<file path="config.mk">
export PLATFORM = sky130hd
export DESIGN_NAME = wb_retire_buf
export DESIGN_NICKNAME = d
export VERILOG_FILES = /design/src/rtl/wb_retire_buf.sv
export SDC_FILE = /design/constraint.sdc
export NUM_CORES = 1
export LEC_CHECK = 0
export BUFFER_PORTS_ARGS = -buffer_cell sky130_fd_sc_hd__buf_2
export CORE_MARGIN = 5
export CORE_UTILIZATION = 57
export DETAILED_ROUTE_END_ITERATION = 6
export PLACE_DENSITY = 0.88
export SYNTH_ARGS = -nofsm -noshare
export SYNTH_HDL_FRONTEND = slang
export SYNTH_SLANG_ARGS = --single-unit
</file>
<file path="constraint.sdc">
create_clock -name clk -period 4.9 [get_ports clk]
set_clock_uncertainty 0.05 [all_clocks]
set_input_delay 0.98 -clock clk [delete_from_list [all_inputs] [get_ports clk]]
set_output_delay 0.98 -clock clk [all_outputs]
set_load 0.02 [all_outputs]
</file>
<file path="src/rtl/wb_retire_buf.sv">
// wb_retire_buf: DEPTH-entry in-order retire buffer between MEM and the
// register file. It absorbs results while the RF port is stalled and retires
// at most one entry per cycle. An excepting or ERET head entry raises a
// one-cycle pipeline flush. Buffered results are forwarded to ID, with the
// youngest matching entry winning.
module wb_retire_buf #(
    parameter int          DEPTH      = 4,
    parameter int          NUM_EXC    = 8,
    parameter logic [31:0] EXC_VECTOR = 32'hbfc00380
) (
    input  logic                       clk,
    input  logic                       reset,
    input  logic                       ms_to_ws_valid,
    output logic                       ws_allowin,
    input  logic [31:0]                in_pc,
    input  logic                       in_gpr_we,
    input  logic [4:0]                 in_dest,
    input  logic [31:0]                in_result,
    input  logic [NUM_EXC-1:0]         in_exc,
    input  logic                       in_eret,
    input  logic                       in_cancel,
    input  logic                       rf_stall,
    input  logic [31:0]                epc_in,
    input  logic [4:0]                 hz_raddr,
    output logic                       hz_hit,
    output logic [31:0]                hz_data,
    output logic                       rf_we,
    output logic [4:0]                 rf_waddr,
    output logic [31:0]                rf_wdata,
    output logic                       exc_flush,
    output logic [31:0]                ws_pc_gen_exc,
    output logic [$clog2(NUM_EXC)-1:0] exc_code,
    output logic [$clog2(DEPTH):0]     ws_count,
    output logic [31:0]                debug_wb_pc,
    output logic [3:0]                 debug_wb_rf_wen,
    output logic [4:0]                 debug_wb_rf_wnum,
    output logic [31:0]                debug_wb_rf_wdata
);
    localparam int PW = $clog2(DEPTH);
    localparam int CW = PW + 1;
    localparam int EW = $clog2(NUM_EXC);

    // Entry storage. Validity comes from the head/count window, so the
    // payload arrays need no reset.
    logic [31:0]        pc_q     [DEPTH];
    logic               we_q     [DEPTH];
    logic [4:0]         dest_q   [DEPTH];
    logic [31:0]        res_q    [DEPTH];
    logic [NUM_EXC-1:0] exc_q    [DEPTH];
    logic               eret_q   [DEPTH];
    logic               cancel_q [DEPTH];

    logic [PW-1:0] head_q, head_d, tail_q, tail_d;
    logic [CW-1:0] count_q, count_d;

    logic          push, retire, flush, wr;
    logic          h_exc, h_eret, h_cancel;
    logic [EW-1:0] h_code;
    logic [PW-1:0] fwd_idx;

    assign h_exc    = |exc_q[head_q];
    assign h_eret   = eret_q[head_q];
    assign h_cancel = cancel_q[head_q];

    assign retire = (count_q != '0) && !rf_stall;
    // Cancelled entries retire silently, even when they carry exception causes.
    assign flush  = retire && !h_cancel && (h_exc || h_eret);
    assign wr     = retire && !h_cancel && !h_exc && !h_eret && we_q[head_q];

    // A full buffer never accepts, even in a cycle that retires.
    assign ws_allowin = (count_q != CW'(DEPTH)) && !flush;
    assign push       = ms_to_ws_valid && ws_allowin;

    // Priority encode the head's cause vector; bit 0 has the highest priority.
    always_comb begin
        h_code = '0;
        for (int i = NUM_EXC - 1; i >= 0; i--) begin
            if (exc_q[head_q][i]) h_code = EW'(i);
        end
    end

    // Walk the buffer from oldest to youngest so that the last match is the youngest one.
    always_comb begin
        hz_hit  = 1'b0;
        hz_data = '0;
        fwd_idx = '0;
        for (int k = 0; k < DEPTH; k++) begin
            fwd_idx = head_q + PW'(k);
            if ((CW'(k) < count_q) && !cancel_q[fwd_idx] && we_q[fwd_idx] &&
                (dest_q[fwd_idx] == hz_raddr) && (hz_raddr != '0)) begin
                hz_hit  = 1'b1;
                hz_data = res_q[fwd_idx];
            end
        end
    end

    // Pointer and occupancy next state. A flush discards everything behind the head.
    always_comb begin
        head_d  = head_q;
        tail_d  = tail_q;
        count_d = count_q;
        if (flush) begin
            head_d  = tail_q;
            count_d = '0;
        end else begin
            if (push)   tail_d = tail_q + PW'(1);
            if (retire) head_d = head_q + PW'(1);
            if (push && !retire)      count_d = count_q + CW'(1);
            else if (!push && retire) count_d = count_q - CW'(1);
        end
    end

    // Pointer/count registers with synchronous reset.
    always_ff @(posedge clk) begin
        if (reset) begin
            head_q  <= '0;
            tail_q  <= '0;
            count_q <= '0;
        end else begin
            head_q  <= head_d;
            tail_q  <= tail_d;
            count_q <= count_d;
        end
    end

    // Write the accepted MEM-stage entry into the tail slot.
    always_ff @(posedge clk) begin
        if (!reset && push) begin
            pc_q[tail_q]     <= in_pc;
            we_q[tail_q]     <= in_gpr_we;
            dest_q[tail_q]   <= in_dest;
            res_q[tail_q]    <= in_result;
            exc_q[tail_q]    <= in_exc;
            eret_q[tail_q]   <= in_eret;
            cancel_q[tail_q] <= in_cancel;
        end
    end

    assign rf_we         = wr;
    assign rf_waddr      = wr ? dest_q[head_q] : '0;
    assign rf_wdata      = wr ? res_q[head_q] : '0;
    assign exc_flush     = flush;
    assign ws_pc_gen_exc = flush ? (h_exc ? EXC_VECTOR : epc_in) : '0;
    assign exc_code      = (flush && h_exc) ? h_code : '0;
    assign ws_count      = count_q;

    assign debug_wb_pc       = wr ? pc_q[head_q] : '0;
    assign debug_wb_rf_wen   = {4{wr}};
    assign debug_wb_rf_wnum  = rf_waddr;
    assign debug_wb_rf_wdata = rf_wdata;
endmodule
</file>
==> reports/qor.yml, run 1 <==
internal_power_uw: 5987
worstMarginPinSlew_ns: 0.7099
maxSlewViolCount: 0
critPathArrivalTime_ns: 3.54
ctsHtreeMaxLevel: 2
max-vdd-ir-drop_mv: 0.3887
nFillCells: 1999
min_from: "tail_q[1]$_SDFFE_PP0P_"
ant_nets: 0
routedWlPerCell_um: 22.61
worstPathRequired_ns: 3.87
clkTransAtPathRegs_ns: 0.06
setup_tns_ns: 0
period_share: 0.9329
drive_above_1_share: 0.3982
slew_headroom: 0.5267
grt-ovfl-total: 0
utilization: 0.6710
power_frac_seq: 0.416
hold_viol_final: 0
dr.pass1.iters: 5
yosysWarnings: 0
synthMostInstantiatedCell: "edfxtp_1"
wl_um: 41350
synthTopCellsByCount: "edfxtp_1 (320), mux4_2 (125), and2_1 (93)"
area_growth_syn_to_layout_pct: 16.01
leakage_uw: 0.007436
cp-end-kind: "primary output"
cp_max_fo: 44
numCtsBuffers: 34
timing.fmax_ghz: 0.2188
start_util: 0.5784
drc: 0
port-buffer-count: 304
synthFlopType: "edfxtp_1"
die_width_um: 183.7
rsz0062_at_grt: "false"
p_per_area_nw_per_um2: 431.4
hpwl_um: 26950
comb_power_share: 0.304
grt_use_total: 0.2427
synth_seq_cells: 329
gp_congestion: 0.8038
yosysTopAreaCell: "edfxtp_1"
drt_iter0_drc: 737
p_sw_uw: 2615
cts_sinks: 329
syn_inst: 1171
die_y_um: 183.7
status: "completed"
period_needed_ns: 4.571
synth.distinct_cells: 49
grt_pass1_vias: 11600
grt_max_degree: 76
syn_avg_cell_area_um2: 14.68
critPathLaunchType: "register"
pwr-share-clk: 0.280
synthTopCellsByArea: "edfxtp_1 (56%), mux4_2 (16%), and2_1 (3.4%), mux2i_1 (3.1%), mux2_2 (2.2%)"
ys_seq_area_frac: 0.5696
synthArstFlopShare: 0
grt_pass1_wl_um: 64250
viasPerCell: 6.158
clockBufferDepth: 3
synth_edf_count: 320
synth_nets: 1301
crit_type: "reg2out"
yosys.area.top_type_share: 0.5591
setup_viol: 0
insertion_delay_ns: 0.51
sw_frac_of_total: 0.3040
core_um2: 29720
ioPinCount: 305
holdCritPathClass: "reg2reg"
vias: 11260
clock-root-buffer: "clkbuf_16"
syn-cell-area_um2: 17190
cts_tree: "built"
antenna_found_initial: 13
nNetsFinal: 1540
die_area_um2: 33730
drv_cap: 0
placementRows: 63
==> registers in the layout (all words and copies together), names as in the netlist, named ones only <==
register  flops
tail_q        2
eret_q        4
dest_q       20
ws_count      3
head_q        2
pc_q        128
we_q          4
res_q       128
cancel_q      4
exc_q        32
==> logic make-up (layout without fill, tap and decap cells) <==
logic type | count (synthesis) | count (layout) | synth area share
muxes | 212 | 212 | 0.2169
and+or+nand+nor | 277 | 277 | 0.08743
AOI/OAI and AO/OA | 177 | 177 | 0.06246
DFF | 329 | 329 | 0.5696
adders and majority gates | 9 | 9 | 0.006552
xor gates and xnor gates | 25 | 25 | 0.01274
other | 0 | 5 | 0
buffers and inverters | 142 | 405 | 0.04441
==> stage by stage <==
stage / instances / hold WS (ns) / setup slack, ns / instance area, um^2 / power, uW
after detailed placement: 1764 / 0.4759 / 0.7841 / 18880 / 6249
after floorplan: 1171 / 0.4310 / 0.1912 / 17190 / 5611
after global routing: 1828 / 0.5038 / 0.09390 / 19940 / 9022
final: 1829 / 0.4857 / 0.3287 / 19940 / 8602
after global placement: 1764 / 0.4555 / 0.7474 / 18880 / 6148
after CTS: 1824 / 0.4855 / 0.1461 / 19930 / 8659
==> power by group through the flow <==
stage | clock (uW) | sequential (uW) | combinational [uW]
final | 2410 | 3580 | 2610
after global routing | 2570 | 3610 | 2840
after CTS | 2450 | 3580 | 2630
after detailed placement | 0 | 3640 | 2610
after global placement | 0 | 3610 | 2540
after floorplan | 0 | 3480 | 2130
==> repair_timing <==
action                                  4_1_cts  5_1_grt
setup buffers                                 0        0
resized for setup                             0        1
hold buffers                                  0        0
endpoints found under the hold margin         0        0
endpoints found under the setup margin        0        1
==> layout by cell type (no fill, tap or decap), types with 10 or more instances in the layout <==
cell type  Yosys  routed
nand4_1       16      16
buf_4         45      23
mux4_2       125     125
clkbuf_16      0      35
nand2_1       53      53
a22oi_1       23      23
mux2i_1       54      54
mux2_2        33      33
a21oi_1       73      73
buf_2         31     304
o21a_1        12      12
and2_1        93      89
xnor2_1       14      13
xor2_1        11      11
buf_12         0      10
nor3_1        13      12
edfxtp_1     320     320
o21ai_0       43      43
and3_1        20      18
nor2_1        58      58
==> worst paths after layout <==
kind | end | slack, ns | cells past startpoint
setup / recovery | debug_wb_rf_wdata[26] | 0.33 | 7
hold / removal | tail_q[1]$_SDFFE_PP0P_ | 0.49 | 2
setup reg to reg | pc_q[3][4]$_DFFE_PP_ | 1.27 | 9
hold reg to reg | tail_q[1]$_SDFFE_PP0P_ | 0.49 | 2
==> worst max-delay path, cell delays in order, from the launching register on <==
cell and delay [ns]:
dfxtp_4 0.61, mux4_2 0.63, nor4_4 0.43, and3_1 0.28, and3_2 0.22, buf_4 0.36
and2_1 0.26, buf_2 0.19
==> per-layer routing <==
layer / GRT usage / vias up / share of wire
li1: - / 5005 / -
met1: 0.3016 / 5580 / 0.37
met2: 0.4126 / 527 / 0.50
met3: 0.05738 / 135 / 0.087
met4: 0.1001 / 16 / 0.040
met5: 0 / - / 0.0025
==> area by class of cell <==
| type | instances | area (um^2) | area share |
|---|---|---|---|
| diodes | 5 | 12.51 | 0.0006275 |
| inverters | 8 | 30.03 | 0.001506 |
| clock inverters | 19 | 142.6 | 0.007154 |
| clock buffers | 41 | 898.4 | 0.04506 |
| well taps | 390 | 488.0 | 0.02447 |
| repair buffers | 337 | 1894 | 0.09501 |
| multi-input cells | 700 | 6669 | 0.3345 |
| flip-flops and latches | 329 | 9804 | 0.4917 |
Note: power is estimated with default switching activity, not from simulation.
==> run 2, diff against run 1 <==
Settings changed: CELL_PAD_IN_SITES_DETAIL_PLACEMENT set to 1, CELL_PAD_IN_SITES_GLOBAL_PLACEMENT set to 2, CORE_UTILIZATION 57 to 40.
==> run 2 against run 1 <==
  * Clock power up 7%
  * Sequential share of layout area down 0.62 points
  * Via count down 1.5%
  * Register-to-register slack worse by 0.21 ns
  * Setup slack worse by 0.072 ns
  * Wire length up 12%
  * Critical path depth up 1
  * Total power up 2.4%
  * Sequential power about the same
  * Hold slack better by 0.012 ns
  * First-iteration DRC count down 15%
  * Die area up 40%
  * Highest routed layer unchanged
==> reports/qor.yml, run 2 (synthesized netlist as in run 1, its figures left out) <==
cp-end-kind: "primary output"
die_width_um: 217.3  # +18%
critPathLaunchType: "register"
cts_sinks: 329  # unchanged
numCtsBuffers: 37  # +8.8%
cp_max_fo: 35  # -20%
crit_type: "reg2out"
die_y_um: 217.3  # +18%
gr-usage-met2: 0.3440  # -0.06860
cts_tree: "built"
drc: 0  # unchanged
critPathArrivalTime_ns: 3.61  # +0.07 ns
regArea_um2: 9804  # unchanged
slew_headroom: 0.3412  # -0.1855
setup_viol: 0  # unchanged
critical-path-slowest-cell: "dfxtp_4"
critical_path_buf_inv_count: 2  # unchanged
grt_pass1_wl_um: 70690  # +10%
leakage_uw: 0.007469  # +0.44%
met3_usage: 0.04062  # -0.01676
cts_setup_buffers: 0  # unchanged
clock-root-buffer: "clkbuf_16"
insertion_delay_ns: 0.53  # +0.02 ns
reg_top3: "pc_q x128, res_q x128, exc_q x32"
ctsHtreeMaxLevel: 2  # unchanged
routedWlPerCell_um: 23.21  # +2.7%
final_common_cell: "edfxtp_1"
final_cells: 1994  # +9.0%
max_stage_delay_ns: 0.72  # +0.09 ns
multi_input_area_um2: 6669  # unchanged
ioPinCount: 305  # unchanged
p_total_uw: 8809  # +2.4%
antenna_found_initial: 13  # unchanged
grt_max_degree: 86  # +13%
die_area_um2: 47210  # +40%
drv_cap: 0  # unchanged
maxSlewViolCount: 0  # unchanged
start_util: 0.4017  # -0.1767
status: "completed"
dr.pass1.iters: 7  # +2
clkTransAtPathRegs_ns: 0.06  # about the same
period_needed_ns: 4.644  # +0.07239 ns
ant_nets: 0  # unchanged
clockBufferDepth: 3  # unchanged
top_usage_layer: "met2"
grt_pass1_vias: 11840  # +2.0%
area_growth_syn_to_layout_pct: 17.49
grt-ovfl-total: 0  # unchanged
worstPathRequired_ns: 3.87  # about the same
final_cell_mix: "edfxtp_1 (320), buf_2 (304), mux4_2 (125), and2_1 (89), a21oi_1 (73)"
wl_um: 46280  # +12%
grtUsageMet1: 0.2382  # -0.06349
setup_tns_ns: 0  # unchanged
grt_use_total: 0.1933  # -0.04940
timing.fmax_ghz: 0.2153  # -1.6%
p_per_area_nw_per_um2: 436.2  # +1.1%
placementRows: 76  # +21%
hold_viol_final: 0  # unchanged
nFillCells: 4306  # +120%
gp_congestion: 0.7905  # -1.7%
viasPerCell: 5.564  # -9.6%
hpwl_um: 30920  # +15%
drive_above_1_share: 0.3997  # +0.001536
port-buffer-count: 304  # unchanged
holdCritPathClass: "reg2reg"
dp.cells: 1922  # +9.0%
drt_iter0_drc: 625  # -15%
core_um2: 42790  # +44%
rsz0062_at_grt: "false"
period_share: 0.9477  # +0.01477
nNetsFinal: 1545  # +0.32%
worstMarginPinSlew_ns: 0.9850  # +0.2751 ns
vias: 11100  # -1.5%
critPathTopFamily: "flip-flops"
cp_cell_sequence: "mux4_2, xnor2_1, nand2_1, nor4_4, buf_4, a21oi_1, a22oi_1, buf_2"
max-vdd-ir-drop_mv: 0.3432  # -12%
[run 2: path summary, 6_finish.rpt]
kind,startpoint,to,slack [ns],cells past startpoint
worst max register to register,register,res_q[1][27]$_DFFE_PP_,1.06,8
worst min-delay path,tail_q[1]$_SDFFE_PP0P_,tail_q[1]$_SDFFE_PP0P_,0.50,2
worst max-delay path,head_q[0]$_SDFFE_PP0N_,hz_data[0],0.26,8
worst min register to register,tail_q[1]$_SDFFE_PP0P_,tail_q[1]$_SDFFE_PP0P_,0.50,2
[run 2: area by class of cell]
cell class	count	area share
sequential	329	0.4855
multi-input combinational	700	0.3302
timing repair buffer	339	0.09287
clock buffer	47	0.04771
tap	546	0.03383
clock inverter	18	0.007497
inverter	8	0.001487
antenna	7	0.0008674
[run 2: worst min-delay path, cell delays in order (launching register included)]
cell and delay, ns:
dfxtp_1 0.36, nand2_1 0.08, a21oi_1 0.06
[run 2: repair_timing]
| action | in CTS | in global routing |
|---|---|---|
| hold endpoints to repair | 0 | 0 |
| cloned | 0 | 0 |
| gates resized for setup | 1 | 1 |
| setup endpoints to repair | 1 | 14 |
| hold buffers | 0 | 0 |
[run 2: through the flow]
stage | setup WS (ns) | hold slack (ns) | instance area [um^2] | util
2_1_floorplan | 0.1912 | 0.4310 | 17190 | -
3_3_place_gp | 0.6125 | 0.4697 | 19060 | 0.4454
3_5_place_dp | 0.5737 | 0.5019 | 19060 | 0.4454
4_1_cts | 0.06226 | 0.5105 | 20170 | 0.4714
5_1_grt | 0.03820 | 0.5191 | 20190 | 0.4718
6_report | 0.2563 | 0.4981 | 20190 | 0.4719
[run 2: metal layers]
layer | share of wire | routed length (um)
met1 | 0.40 | 18480
met2 | 0.52 | 23860
met3 | 0.061 | 2812
met4 | 0.022 | 1039
met5 | 0.0020 | 92
[run 2: power by group]
group,internal [uW],total (uW),switching (uW)
clock network,1500,2570,1070
logic,1230,2680,1450
registers,3340,3560,215
==> run 3, diff against run 2 <==
==> constraint.sdc (replaced) <==
create_clock -name clk -period 4.9 [get_ports clk]
set_clock_uncertainty 0.05 [all_clocks]
set_input_delay 0.49 -clock clk [delete_from_list [all_inputs] [get_ports clk]]
set_output_delay 0.49 -clock clk [all_outputs]
set_load 0.02 [all_outputs]
==> run 3 against run 2 <==
  * Core utilization shrank 0.079 points
  * Non-clock buffer count shrank 8
  * Die area is the same
  * Count of clock-buffer cells in the layout shrank 4
  * Sequential power grew 1%
  * Fmax grew 2.4%
  * Final cell count shrank 0.50%
  * Critical path type unchanged
  * Critical path depth is the same
  * First-iteration DRC count grew 9.8%
  * Sequential share of layout area grew 0.081 points
  * Clock power grew 3%
  * Critical endpoint is now hz_data[4]
==> reports/qor.yml, run 3 (synthesized netlist as in run 1, its figures left out) <==
max-vdd-ir-drop_mv: 0.3420  # -0.34%
cp_max_fo: 26  # -26%
vias: 11160  # +0.54%
critPathArrivalTime_ns: 3.99  # +0.38 ns
hold_viol_final: 0  # unchanged
antenna_found_initial: 10  # -3
ff2ff_setup_slack_ns: 1.04  # -0.02 ns
insertion_delay_ns: 0.54  # about the same
postCtsHoldBufs: 0  # unchanged
p_sw_uw: 2755  # +0.71%
rsz0062_at_grt: "false"
grt-ovfl-total: 0  # unchanged
drc: 0  # unchanged
drive_above_1_share: 0.3983  # -0.001394
drt_iter0_drc: 686  # +9.8%
core_um2: 42790  # unchanged
worstPathRequired_ns: 4.36  # +0.49 ns
final_common_cell: "edfxtp_1"
period_needed_ns: 4.534  # -0.1094 ns
cts_sinks: 329  # unchanged
clockBufferDepth: 3  # unchanged
nFillCells: 4323  # +0.39%
critPathLaunchType: "register"
internal_power_uw: 6123  # +0.80%
timing.fmax_ghz: 0.2205  # +2.4%
power_frac_seq: 0.405  # about the same
ctsHtreeMaxLevel: 2  # unchanged
die_area_um2: 47210  # unchanged
area_growth_syn_to_layout_pct: 17.30
reg_top3: "pc_q x128, res_q x128, exc_q x32"
gp_congestion: 0.7826  # -1.0%
placementRows: 76  # unchanged
pwr-share-clk: 0.299  # +0.007
cp-end-kind: "primary output"
utilization: 0.4711  # -0.0007900
maxSlewViolCount: 0  # unchanged
clkTransAtPathRegs_ns: 0.06  # about the same
period_share: 0.9254  # -0.02233
start_util: 0.4017  # unchanged
grt_max_degree: 75  # -13%
port-buffer-count: 304  # unchanged
grt_use_total: 0.1942  # +0.0009377
routedWlPerCell_um: 23.42  # +0.88%
dr.pass1.iters: 5  # -2
sw_frac_of_total: 0.3103  # about the same
nNetsFinal: 1537  # -0.52%
numCtsBuffers: 37  # unchanged
ioPinCount: 305  # unchanged
crit_type: "reg2out"
die_width_um: 217.3  # unchanged
grt_pass1_vias: 11890  # +0.42%
viasPerCell: 5.622  # +1.0%
holdCritPathClass: "in2reg"
wl_um: 46460  # +0.38%
setup_viol: 0  # unchanged
cts_tree: "built"
clock-root-buffer: "clkbuf_16"
worstMarginPinSlew_ns: 1.072  # +0.08692 ns
p_per_area_nw_per_um2: 440.3  # +0.94%
final_cell_mix: "edfxtp_1 (320), buf_2 (304), mux4_2 (125), and2_1 (89), a21oi_1 (73)"
comb_power_share: 0.296  # -0.008
drv_cap: 0  # unchanged
leakage_uw: 0.007462  # about the same
post_cts_resized: 0  # -1
die_y_um: 217.3  # unchanged
status: "completed"
hpwl_um: 30670  # -0.82%
slew_headroom: 0.2854  # -0.05587
ant_nets: 0  # unchanged
setup_tns_ns: 0  # unchanged
grt_pass1_wl_um: 71330  # +0.91%
cts_setup_buffers: 0  # unchanged
run 3: path summary, 6_finish.rpt:
check                                              end                    from  depth (start not counted)
worst max-delay path                        hz_data[4]                register                          8
worst min register to register  tail_q[1]$_SDFFE_PP0P_  tail_q[1]$_SDFFE_PP0P_                          2
worst max register to register   pc_q[2][31]$_DFFE_PP_                register                          8
worst min-delay path             exc_q[1][0]$_DFFE_PP_               in_exc[0]                          1
run 3: layer usage:
metal | up-vias | wire length [um] | GRT usage
met5 | - | 124 | 0
met4 | 16 | 1194 | 0.06004
met3 | 90 | 2694 | 0.04076
met2 | 333 | 23810 | 0.3416
met1 | 5726 | 18640 | 0.2421
li1 | 4990 | - | -
run 3: final cells by class:
cell class | instances | area (um^2) | area share
Sequential cell | 329 | 9804 | 0.4863
Multi-Input combinational cell | 700 | 6668 | 0.3307
Timing Repair Buffer | 331 | 1799 | 0.08924
Clock buffer | 43 | 948.4 | 0.04704
Tap cell | 546 | 683.2 | 0.03389
Clock inverter | 25 | 222.7 | 0.01105
Antenna cell | 2 | 5.005 | 0.0002482
Inverter | 8 | 30.03 | 0.001489
run 3: power groups by stage:
| stage | sequential (uW) | combinational, uW | clock (uW) |
|---|---|---|---|
| after floorplan | 3480 | 2130 | 0 |
| final | 3600 | 2620 | 2650 |
| after global placement | 3630 | 2590 | 0 |
| after CTS | 3610 | 2670 | 2720 |
| after detailed placement | 3660 | 2650 | 0 |
| after global routing | 3640 | 2850 | 2850 |
run 3: critical path: stages (launching register included):
cell	delay, ns
dfxtp_4	0.69
mux4_2	0.62
xnor2_2	0.13
buf_4	0.30
and3_1	0.86
and3_1	0.27
o21ai_0	0.08
a22oi_1	0.26
buf_2	0.22
run 3: per-stage QoR:
stage	cell area, um^2	hold slack [ns]	worst slack [ns]	std cells	power [uW]
2_1_floorplan	17190	0.4310	0.1912	1171	5611
3_3_place_gp	18980	0.4807	0.9489	1914	6221
4_1_cts	20160	0.07282	0.3182	1982	8997
6_report	20160	0.1092	0.3658	1984	8877
3_5_place_dp	18980	0.4865	0.9053	1914	6309
5_1_grt	20160	0.09244	0.1405	1983	9337
